**config.mk**
```make
export PLATFORM = sky130hd
export DESIGN_NAME = lut_rev_finder
export DESIGN_NICKNAME = d
export VERILOG_FILES = /design/src/rtl/lut_rev_finder.sv
export SDC_FILE = /design/constraint.sdc
export NUM_CORES = 1
export LEC_CHECK = 0
export CORE_MARGIN = 2
export CORE_UTILIZATION = 40
export CTS_CLUSTER_SIZE = 40
export DETAILED_ROUTE_END_ITERATION = 10
export DONT_BUFFER_PORTS = 1
export MAX_ROUTING_LAYER = met4
export PLACE_DENSITY = 0.6
export SLEW_MARGIN = 40
export SYNTH_ARGS = -nofsm -noshare
export SYNTH_HDL_FRONTEND = slang
export SYNTH_SLANG_ARGS = --single-unit
```
**constraint.sdc**
```tcl
create_clock -name clk -period 8.6 [get_ports clk]
set_input_delay 1.72 -clock clk [delete_from_list [all_inputs] [get_ports clk]]
set_output_delay 1.72 -clock clk [all_outputs]
set_load 0.005 [all_outputs]
```
**src/rtl/lut_rev_finder.sv**
```systemverilog
// Reverse dm-pointer lookup: scans a writable copy of the pointer table, one entry per cycle.
// Optional full-table scan with multi-match flag: define LUT_REV_MULTI_HIT_EN.
module lut_rev_finder #(
   parameter int PW = 5,
   parameter int DW = 8
) (
   input  logic          clk,
   input  logic          rst_n,
   input  logic          start_i,
   input  logic [DW-1:0] addr_i,
   input  logic          wr_en_i,
   input  logic [PW-1:0] wr_idx_i,
   input  logic [DW-1:0] wr_dat_i,
   output logic          busy_o,
   output logic          done_o,
   output logic          hit_o,
   output logic [PW-1:0] ptr_o,
`ifdef LUT_REV_MULTI_HIT_EN
   output logic          multi_o,
`endif
   output logic          wr_err_o
);

   localparam int            DEPTH    = 1 << PW;
   localparam logic [PW-1:0] LAST_IDX = PW'(DEPTH - 1);

   typedef enum logic [1:0] {IDLE, SCAN, DONE} state_t;
   state_t state_q, state_d;

   logic [DW-1:0] tbl_q [DEPTH];
   logic [DW-1:0] key_q;
   logic [PW-1:0] idx_q;
   logic          match, last;

   // Power-on contents mirror the forward pointer LUT.
   function automatic logic [DW-1:0] dflt(input int i);
      case (i)
         0:       dflt = DW'(14);
         1:       dflt = DW'(20);
         2:       dflt = DW'(127);
         4:       dflt = DW'(15);
         5:       dflt = DW'(5);
         6:       dflt = DW'(6);
         7:       dflt = DW'(32);
         8:       dflt = DW'(64);
         9:       dflt = DW'(7);
         default: dflt = '0;
      endcase
   endfunction

   assign match  = (tbl_q[idx_q] == key_q);
   assign last   = (idx_q == LAST_IDX);
   assign busy_o = (state_q == SCAN);

   always_ff @(posedge clk or negedge rst_n) begin
      if (!rst_n) state_q <= IDLE;
      else        state_q <= state_d;
   end

   always_comb begin
      state_d = state_q;
      case (state_q)
         IDLE: if (start_i) state_d = SCAN;
`ifdef LUT_REV_MULTI_HIT_EN
         SCAN: if (last) state_d = DONE;
`else
         SCAN: if (match || last) state_d = DONE;
`endif
         DONE:    state_d = IDLE;
         default: state_d = IDLE;
      endcase
   end

   // Writes are blocked only while scanning; a write in the start cycle lands before entry 0 is compared.
   always_ff @(posedge clk or negedge rst_n) begin
      if (!rst_n) begin
         for (int i = 0; i < DEPTH; i++) tbl_q[i] <= dflt(i);
      end else if (wr_en_i && state_q != SCAN) begin
         tbl_q[wr_idx_i] <= wr_dat_i;
      end
   end

   always_ff @(posedge clk or negedge rst_n) begin
      if (!rst_n) begin
         key_q    <= '0;
         idx_q    <= '0;
         hit_o    <= 1'b0;
         ptr_o    <= '0;
         done_o   <= 1'b0;
         wr_err_o <= 1'b0;
`ifdef LUT_REV_MULTI_HIT_EN
         multi_o  <= 1'b0;
`endif
      end else begin
         done_o   <= (state_q == DONE);
         wr_err_o <= wr_en_i && (state_q == SCAN);
         case (state_q)
            IDLE: if (start_i) begin
               key_q   <= addr_i;
               idx_q   <= '0;
               hit_o   <= 1'b0;
               ptr_o   <= '0;
`ifdef LUT_REV_MULTI_HIT_EN
               multi_o <= 1'b0;
`endif
            end
            SCAN: begin
`ifdef LUT_REV_MULTI_HIT_EN
               // First match fixes ptr; any later match only flags multi.
               if (match) begin
                  if (!hit_o) begin
                     hit_o <= 1'b1;
                     ptr_o <= idx_q;
                  end else begin
                     multi_o <= 1'b1;
                  end
               end
               if (!last) idx_q <= idx_q + PW'(1);
`else
               if (match) begin
                  hit_o <= 1'b1;
                  ptr_o <= idx_q;
               end else if (last) begin
                  hit_o <= 1'b0;
                  ptr_o <= '0;
               end else begin
                  idx_q <= idx_q + PW'(1);
               end
`endif
            end
            default: ;
         endcase
      end
   end

endmodule
```
==> results.json, run 1 <==
{
  "status": "complete, no violations",
  "switching_share_pct": 30.2,
  "critPathLaunchType": "flip-flop",
  "drc": 0,
  "dr.pass1.iters": 5,
  "synth_top_family_by_area": "multiplexers",
  "cts_buffers": 31,
  "setup_tns_ns": 0,
  "crit_top_cell": "nor3_1",
  "timing.fmax_ghz": 0.227,
  "path_clk_slew_ns": 0.06,
  "grt_pass1_vias": 7727,
  "max_stage_delay_ns": 0.64,
  "port_buffers": 0,
  "synth-warning-count": 0,
  "antenna_cells": 0,
  "fin_ws_ns": 4.20,
  "die_y_um": 184,
  "cp_slowest_cell": "mux4_1",
  "antenna_found_initial": 0,
  "wl_per_cell_um": 24.5,
  "clkLatencyLatePin_ns": 0.55,
  "end_kind": "flip-flop",
  "slew_viol_final": 0,
  "cap_violations": 0,
  "design_area_sq_mm": 0.0143,
  "dieArea_sq_mm": 0.0338,
  "synth_top_area_cell": "dfrtp_1",
  "path_cells": "buf_12 -> mux4_1 -> mux2_2 -> o22ai_2 -> nor3_1 -> or4b_1 -> or4_1 -> nor3_1 -> o32ai_1",
  "comb_power_share_pct": 28.0,
  "crit_required_ns": 9.00,
  "synthCells": 890,
  "skew_ns": 0.0106,
  "synthXorXnorAreaFrac_pct": 0.203,
  "rsz0062_at_grt": "false",
  "core_sq_mm": 0.0317,
  "synth-edff-count": 0,
  "row_count": 65,
  "final_cell_mix": "267 x mux2_2, 252 x dfrtp_1, 52 x mux2i_1",
  "die_w_um": 184,
  "cts_resized": 0,
  "grt_util_all_layers_pct": 19.8,
  "synthesis.area_sq_mm": 0.0130,
  "start_util_pct": 40.8,
  "hold_buffers": 0,
  "fin_crit_ns": 4.40,
  "nets": 889,
  "dpl-instance-area_sq_mm": 0.0133,
  "synth_top_area_share_pct": 49.1,
  "final_common_cell": "mux2_2",
  "place.gp.congestion": 0.869,
  "grt_pass1_wl_mm": 49.0,
  "syn_to_final_growth_pct": 10.1,
  "post_cts_buffers": 0,
  "powerDensity_mw_per_mm2": 303,
  "path_max_fanout": 72,
  "synth_area_per_cell_sq_um": 14.6,
  "drive_gt1_share_pct": 46.8,
  "synth_ff_type": "dfrtp_1",
  "place_hpwl_mm": 19.1,
  "cts_root_buf": "clkbuf_16",
  "power.switching_mw": 1.31,
  "synth_area_leaders": "dfrtp_1 49%, mux2_2 23%, mux4_2 6.4%",
  "n_fill_cell": 2811,
  "synthMuxAreaShare_pct": 35.1,
  "ys_ff_latch": 279,
  "synth_nets": 917,
  "internal-power_mw": 3.02,
  "routed_wl_mm": 31.5,
  "synthArstFlopShare_pct": 100,
  "pwr-share-clk_pct": 29.8,
  "tightestPinTransition_ns": 0.821,
  "yosys.area_share.simple_pct": 3.73,
  "cts_tree": "yes",
  "htree_levels": 1,
  "clock_sinks": 279,
  "drt_iter0_markers": 577,
  "p_leak_nw": 6.56,
  "hold_viol": 0,
  "seq_power_share_pct": 42.2,
  "vias": 7426,
  "ios": 34,
  "drt-vias-per-instance": 5.77,
  "ys_seq_area_share_pct": 54.1,
  "cts_max_path_buffers": 3,
  "power_mw": 4.33,
  "cp_data_arrival_time_ns": 4.80,
  "ir_drop_uv": 156,
  "max_slew_margin_pct": 45.0,
  "synth_fa_ha_area_share_pct": 0.193,
  "grt-ovfl-total": 0,
  "grt_max_degree": 280,
  "synth-compound-area-share_pct": 4.05,
  "final_min_period_over_clock_period_pct": 51.2,
  "dp_worst_setup_slack_ns": 4.25,
  "hold_path_class": "flip-flop to flip-flop",
  "yosys.cell_types.count": 52,
  "antenna_left": 0,
  "finalSetupViolations": 0,
  "critical_path_class": "flip-flop to flip-flop"
}
## final timing paths
check | slack (ns) | endpoint | start | cells past startpoint
min in group asynchronous | 0.86 | tbl_q[49]$_DFFE_PN0P_ | rst_n | 0
max reg2reg | 4.20 | ptr_o[0]$_DFFE_PN0P_ | idx_q[0]$_DFFE_PN0P_ | 9
min | 0.50 | tbl_q[42]$_DFFE_PN0P_ | tbl_q[42]$_DFFE_PN0P_ | 1
max in group asynchronous | 7.24 | tbl_q[201]$_DFFE_PN1P_ | rst_n | 0
max | 4.20 | ptr_o[0]$_DFFE_PN0P_ | idx_q[0]$_DFFE_PN0P_ | 9
min reg2reg | 0.50 | tbl_q[42]$_DFFE_PN0P_ | tbl_q[42]$_DFFE_PN0P_ | 1
## power groups by stage
stage	Combinational, mW	Clock (mW)	Sequential [mW]
2_1_floorplan	0.999	0	1.75
3_3_place_gp	1.19	0	1.84
3_5_place_dp	1.21	0	1.85
4_1_cts	1.22	1.32	1.82
5_1_grt	1.30	1.38	1.87
6_report	1.21	1.29	1.83
## state kept, by name, summed over array words and instances, names as in the netlist
register  flops
ptr_o         5
state_q       2
done_o        1
tbl_q       256
hit_o         1
key_q         8
wr_err_o      1
idx_q         5
## metrics by stage
step	cells	hold WS, ns	utilization, %
global route	1286	0.511	45.0
global placement	1231	0.482	41.7
CTS	1286	0.505	45.0
detailed placement	1231	0.490	41.8
finish	1286	0.500	45.0
floorplan	890	0.460	-
## cell type report
class	count	area, sq um	share of cell area, %
clock buffers	51	951	6.67
clock inverters	4	45.0	0.316
inverters	11	41.3	0.289
multi-input cells	535	5670	39.7
flip-flops and latches	279	7020	49.2
well taps	402	503	3.53
repair buffers	4	42.5	0.298
## cell usage after synthesis (4+ instances only)
cell,instances
nand2_1,19
clkbuf_1,50
o32ai_1,5
a221oi_1,4
nand2b_1,4
a21oi_1,12
dfstp_2,25
nor2_1,30
nor3_1,6
and3_1,4
o22ai_1,5
mux2i_1,52
nor2b_1,5
buf_2,10
a22oi_1,17
mux2_2,267
dfrtp_1,254
inv_1,11
or4_1,5
mux4_2,37
mux4_1,7
o21ai_0,9
## layer usage
layer	part of all wire, %	vias to the layer above	GRT usage, %
li1	-	3248	-
met5	0	-	-
met3	6.8	56	4.95
met4	2.1	0	4.38
met1	46	3948	27.6
met2	45	174	29.4
## critical path: cells and delay by family (launching register included)
family          cells  cell delay (ns)
flops               1             0.63
simple gates        4             1.70
compound gates      2             0.40
mux                 2             0.94
buf+inv             1             0.45
## cells by family after synthesis
logic type,Yosys count
AO/OA/AOI/OAI,73
XOR/XNOR,3
adder cells (fa/ha/maj),2
buffers and inverters,76
flip-flops,279
multiplexers,363
AND/OR/NAND/NOR,94
Note: power is estimated with default switching activity, not from simulation.
==> run 2: changes to the inputs <==
==> constraint.sdc (replaced) <==
create_clock -name clk -period 4.25 [get_ports clk]
set_input_delay 0.85 -clock clk [delete_from_list [all_inputs] [get_ports clk]]
set_output_delay 0.85 -clock clk [all_outputs]
set_load 0.005 [all_outputs]
==> run 2 against run 1 <==
  * Setup slack worse by 3.9 ns
  * Clock power up 120%
  * Utilization rose by 1.0 points
  * Critical path depth fell by 1
  * Flip-flop and latch count unchanged
  * Global-route usage up 0.30 points
  * Non-clock buffer count rose by 28
==> results.json, run 2 (synthesized netlist as in run 1, its figures left out) <==
{
  "hold_path_class": "primary input to asynchronous set/reset pin",
  "stdcell_count": 1316,
  "dr.pass1.iters": 5,
  "reg2reg_slack_ns": 0.29,
  "cp_slowest_cell": "dfrtp_4",
  "reg2reg_depth": 8,
  "post_cts_buffers": 0,
  "port_buffers": 0,
  "grt_pass1_vias": 7865,
  "cp_data_arrival_time_ns": 4.39,
  "slew_viol_final": 0,
  "status": "complete, no violations",
  "grt_pass1_wl_mm": 49.9,
  "fin_ws_ns": 0.285,
  "max_stage_delay_ns": 0.90,
  "critical_path_class": "flip-flop to flip-flop",
  "fin_crit_ns": 3.96,
  "design_area_sq_mm": 0.0146,
  "dpl-instance-area_sq_mm": 0.0134,
  "die_y_um": 184,
  "cts_tree": "yes",
  "end_kind": "flip-flop",
  "cts_root_buf": "clkbuf_16",
  "dp.cells": 1256,
  "rsz0062_at_grt": "false",
  "endpoint": "idx_q[4]$_DFFE_PN0P_",
  "crit_required_ns": 4.67,
  "dieArea_sq_mm": 0.0338,
  "top_register": "tbl_q",
  "row_count": 65,
  "finalSetupViolations": 0,
  "syn_to_final_growth_pct": 12.6,
  "crit_buf_inv": 0,
  "cp_top_family": "simple AND/OR/NAND/NOR gates",
  "max_slew_margin_pct": 41.2,
  "place_hpwl_mm": 20.5,
  "antenna_left": 0,
  "power_mw": 9.15,
  "htree_levels": 1,
  "top_regs": "tbl_q: 256 flops, key_q: 8 flops",
  "cap_violations": 0,
  "drt_iter0_markers": 525,
  "largest_register_ffs": 256,
  "grt_util_all_layers_pct": 20.1,
  "final_common_cell": "mux2_2",
  "cts_resized": 0,
  "timing.fmax_ghz": 0.252,
  "antenna_found_initial": 1,
  "core_sq_mm": 0.0317,
  "cts_buffers": 30,
  "dp_worst_setup_slack_ns": 0.294,
  "final_min_period_over_clock_period_pct": 93.3,
  "routed_wl_mm": 32.4,
  "vias": 7596,
  "wl_per_cell_um": 24.6,
  "tightestPinTransition_ns": 0.879,
  "path_max_fanout": 33,
  "nets": 916,
  "grt_max_degree": 280,
  "r2r_end": "idx_q[4]$_DFFE_PN0P_",
  "cts_max_path_buffers": 3,
  "whs_ns": 0.0274,
  "clock_sinks": 279,
  "critPathLaunchType": "flip-flop",
  "ios": 34,
  "place.gp.congestion": 0.860,
  "setup_tns_ns": 0,
  "ir_drop_uv": 399,
  "cp.depth": 8,
  "worstSetupStartpoint": "idx_q[0]$_DFFE_PN0P_",
  "drive_gt1_share_pct": 48.1,
  "path_clk_slew_ns": 0.07,
  "hold_viol": 0,
  "clkLatencyLatePin_ns": 0.55,
  "start_util_pct": 40.8,
  "drc": 0,
  "powerDensity_mw_per_mm2": 627,
  "path_cells": "mux4_1 -> mux2_2 -> o22ai_2 -> nor3_1 -> or4b_1 -> or4_1 -> or2_4 -> a32o_1",
  "p_leak_nw": 6.75,
  "final_core_util_pct": 46.0,
  "drt-vias-per-instance": 5.77,
  "skew_ns": 0.0159,
  "rr_startpoint": "idx_q[0]$_DFFE_PN0P_",
  "die_w_um": 184,
  "final_cell_mix": "267 x mux2_2, 252 x dfrtp_1, 52 x mux2i_1",
  "grt-ovfl-total": 0
}
[run 2: changes by cell type in the layout (fill, tap and decap cells not counted), moves of 2 or more]
cell,change
buf_4,+25
bufinv_16,+3
clkbuf_1,-4
nor2_1,+5
nor2_2,-5
nor2b_1,+2
nor2b_2,-2
[run 2: layout make-up]
class / count / area (sq um)
fill: 2841 / 17100
timing repair buffer: 32 / 288
sequential: 279 / 7020
tap: 402 / 503
antenna: 1 / 2.50
clock buffer: 47 / 936
inverter: 11 / 41.3
multi-input combinational: 535 / 5650
clock inverter: 9 / 148
[run 2: power breakdown]
part	switching [mW]	leakage, nW	internal, mW
Combinational	1.21	2.51	1.36
Clock	1.05	0.533	1.74
Sequential	0.490	3.71	3.30
[run 2: worst register-to-register path, delay by kind of cell, from the launching register on]
kind               cells  cell delay [ns]
AOI/OAI and AO/OA      2             0.47
DFF                    1             0.90
muxes                  2             0.93
and+or+nand+nor        4             1.55
[run 2: worst min path at each step]
stage	endpoint	slack [ns]	cells after the start
4_1_cts	tbl_q[26]$_DFFE_PN0P_	-0.02	0
3_3_place_gp	tbl_q[124]$_DFFE_PN0P_	0.48	1
6_report	tbl_q[47]$_DFFE_PN0P_	0.03	0
2_1_floorplan	done_o$_DFF_PN0_	0.46	1
5_1_grt	tbl_q[50]$_DFFE_PN0P_	-0.003	0
3_5_place_dp	tbl_q[191]$_DFFE_PN0P_	0.49	1
[run 2: per-layer routing]
metal  GRT usage [%]  wire, um  vias up
met3            4.24      2130       59
met5               -         0        -
met4            4.99       811        0
li1                -         -     3317
met1            27.8     14800     4028
met2            30.5     14700      192
==> run 3: changes to the inputs <==
==> constraint.sdc (replaced) <==
create_clock -name clk -period 4.5 [get_ports clk]
set_input_delay 0.9 -clock clk [delete_from_list [all_inputs] [get_ports clk]]
set_output_delay 0.9 -clock clk [all_outputs]
set_load 0.005 [all_outputs]
==> run 3 against run 2 <==
  * Die area is the same
  * Flip-flop and latch count unchanged
  * Non-clock buffer count down 15
  * Sequential power fell by 5.8%
  * Final area shrank 0.97%
  * Final cell count down 1.1%
  * Highest routed layer unchanged
==> results.json, run 3 (synthesized netlist as in run 1, its figures left out) <==
{
  "status": "complete, no violations",
  "setup_tns_ns": 0,
  "hold_buffers": 0,
  "tightestPinTransition_ns": 0.873,
  "grt_pass1_vias": 7841,
  "cp_data_arrival_time_ns": 4.49,
  "path_clk_slew_ns": 0.06,
  "antenna_cells": 0,
  "path_cells": "buf_4 -> mux4_2 -> mux2i_1 -> o22ai_1 -> nor3_1 -> o211ai_1 -> or4_1 -> nor3_1 -> o32ai_1",
  "pwr-share-clk_pct": 31.3,
  "clock_sinks": 279,
  "critical_path_class": "flip-flop to flip-flop",
  "hold_path_class": "primary input to asynchronous set/reset pin",
  "finalSetupViolations": 0,
  "max_stage_delay_ns": 0.84,
  "cts_root_buf": "clkbuf_16",
  "final_cell_mix": "267 x mux2_2, 252 x dfrtp_1, 52 x mux2i_1",
  "worstSetupStartpoint": "idx_q[0]$_DFFE_PN0P_",
  "antenna_found_initial": 0,
  "htree_levels": 1,
  "power.switching_mw": 2.58,
  "die_w_um": 184,
  "p_leak_nw": 6.67,
  "rsz0062_at_grt": "false",
  "post_cts_buffers": 0,
  "row_count": 65,
  "crit_buf_inv": 1,
  "end_kind": "flip-flop",
  "place_hpwl_mm": 20.2,
  "powerDensity_mw_per_mm2": 593,
  "cts_max_path_buffers": 3,
  "rr_startpoint": "idx_q[0]$_DFFE_PN0P_",
  "grt_max_degree": 280,
  "largest_register_ffs": 256,
  "drt_iter0_markers": 603,
  "crit_required_ns": 4.91,
  "place.gp.congestion": 0.882,
  "nets": 902,
  "skew_ns": 0.0143,
  "ios": 34,
  "dieArea_sq_mm": 0.0338,
  "fin_crit_ns": 4.08,
  "comb_power_share_pct": 27.1,
  "endpoint": "ptr_o[2]$_DFFE_PN0P_",
  "grt-ovfl-total": 0,
  "dr.pass1.iters": 5,
  "top_register": "tbl_q",
  "antenna_left": 0,
  "drc": 0,
  "dp.cells": 1244,
  "cts_buffers": 31,
  "seq_power_share_pct": 41.6,
  "vias": 7492,
  "grt_pass1_wl_mm": 49.6,
  "max_slew_margin_pct": 41.6,
  "critPathLaunchType": "flip-flop",
  "fin_ws_ns": 0.422,
  "routed_wl_mm": 31.8,
  "drt-vias-per-instance": 5.75,
  "path_max_fanout": 35,
  "hold_viol": 0,
  "multi_input_area_sq_mm": 0.00566,
  "start_util_pct": 40.8,
  "die_y_um": 184,
  "n_fill_cell": 2820,
  "port_buffers": 0,
  "switching_share_pct": 30.1,
  "final_common_cell": "mux2_2",
  "cts_resized": 0,
  "crit_top_cell": "nor3_1",
  "cp.depth": 9,
  "final_min_period_over_clock_period_pct": 90.6,
  "top_regs": "tbl_q: 256 flops, key_q: 8 flops",
  "dp_worst_setup_slack_ns": 0.394,
  "internal-power_mw": 5.98,
  "clkLatencyLatePin_ns": 0.56,
  "drive_gt1_share_pct": 48.2,
  "cts_tree": "yes",
  "timing.fmax_ghz": 0.245,
  "final_core_util_pct": 45.5,
  "ir_drop_uv": 348,
  "cap_violations": 0,
  "reg2reg_slack_ns": 0.42,
  "reg2reg_depth": 9,
  "grt_util_all_layers_pct": 20.0,
  "syn_to_final_growth_pct": 11.5,
  "regArea_sq_mm": 0.00702,
  "stdcell_count": 1302,
  "cp_slowest_cell": "dfrtp_4",
  "cp_top_family": "simple AND/OR/NAND/NOR gates",
  "core_sq_mm": 0.0317,
  "r2r_end": "ptr_o[2]$_DFFE_PN0P_",
  "slew_viol_final": 0,
  "wl_per_cell_um": 24.4
}
run 3: cell count changes in the layout (fill, tap and decap cells not counted), sizes merged:
cell / delta
dlygate4sd3: -1
clkinvlp: -1
inv: +2
clkbuf: -5
diode: -1
buf: -14
clkinv: +5
bufinv: +1
run 3: stage by stage:
| stage | hold WS, ns | area [sq um] | total power, mW |
|---|---|---|---|
| 2_1_floorplan | 0.460 | 13000 | 5.26 |
| 3_3_place_gp | 0.482 | 13300 | 5.88 |
| 3_5_place_dp | 0.486 | 13300 | 5.92 |
| 4_1_cts | 0.0141 | 14400 | 8.63 |
| 5_1_grt | 0.0130 | 14400 | 9.01 |
| 6_report | 0.0375 | 14400 | 8.57 |
run 3: final cells by class:
| cell class | instances | area share (%) |
|---|---|---|
| flip-flops and latches | 279 | 48.6 |
| repair buffers | 17 | 0.884 |
| well taps | 402 | 3.48 |
| clock inverters | 16 | 1.47 |
| clock buffers | 42 | 6.07 |
| inverters | 11 | 0.286 |
| multi-input cells | 535 | 39.2 |
run 3: power groups by stage:
stage	sequential [mW]	clock [mW]	combinational (mW)
2_1_floorplan	3.35	0	1.91
3_3_place_gp	3.60	0	2.28
6_report	3.57	2.68	2.32
3_5_place_dp	3.61	0	2.32
4_1_cts	3.57	2.74	2.32
5_1_grt	3.65	2.86	2.50
run 3: worst min-delay path by stage:
stage	end	start	cells past startpoint	slack (ns)
2_1_floorplan	done_o$_DFF_PN0_	state_q[0]$_DFFE_PN0P_	1	0.46
3_3_place_gp	tbl_q[143]$_DFFE_PN0P_	tbl_q[143]$_DFFE_PN0P_	1	0.48
3_5_place_dp	tbl_q[124]$_DFFE_PN0P_	tbl_q[124]$_DFFE_PN0P_	1	0.49
4_1_cts	tbl_q[49]$_DFFE_PN0P_	rst_n	0	0.01
5_1_grt	tbl_q[62]$_DFFE_PN0P_	rst_n	0	0.01
6_report	tbl_q[54]$_DFFE_PN0P_	rst_n	0	0.04
run 3: worst reg2reg max path: cells and delay by family (launching register included):
family | cells | cell delay [ns]
flip-flops | 1 | 0.84
multiplexers | 2 | 0.90
AO/OA/AOI/OAI | 3 | 0.50
buffers and inverters | 1 | 0.37
AND/OR/NAND/NOR | 3 | 1.32
run 3: metal layers:
| metal | vias to the layer above | part of all wire, % | GRT usage [%] |
|---|---|---|---|
| li1 | 3287 | - | - |
| met1 | 3968 | 47 | 27.9 |
| met2 | 178 | 44 | 29.3 |
| met3 | 59 | 6.3 | 4.50 |
| met4 | 0 | 2.8 | 5.79 |
| met5 | - | 0 | - |
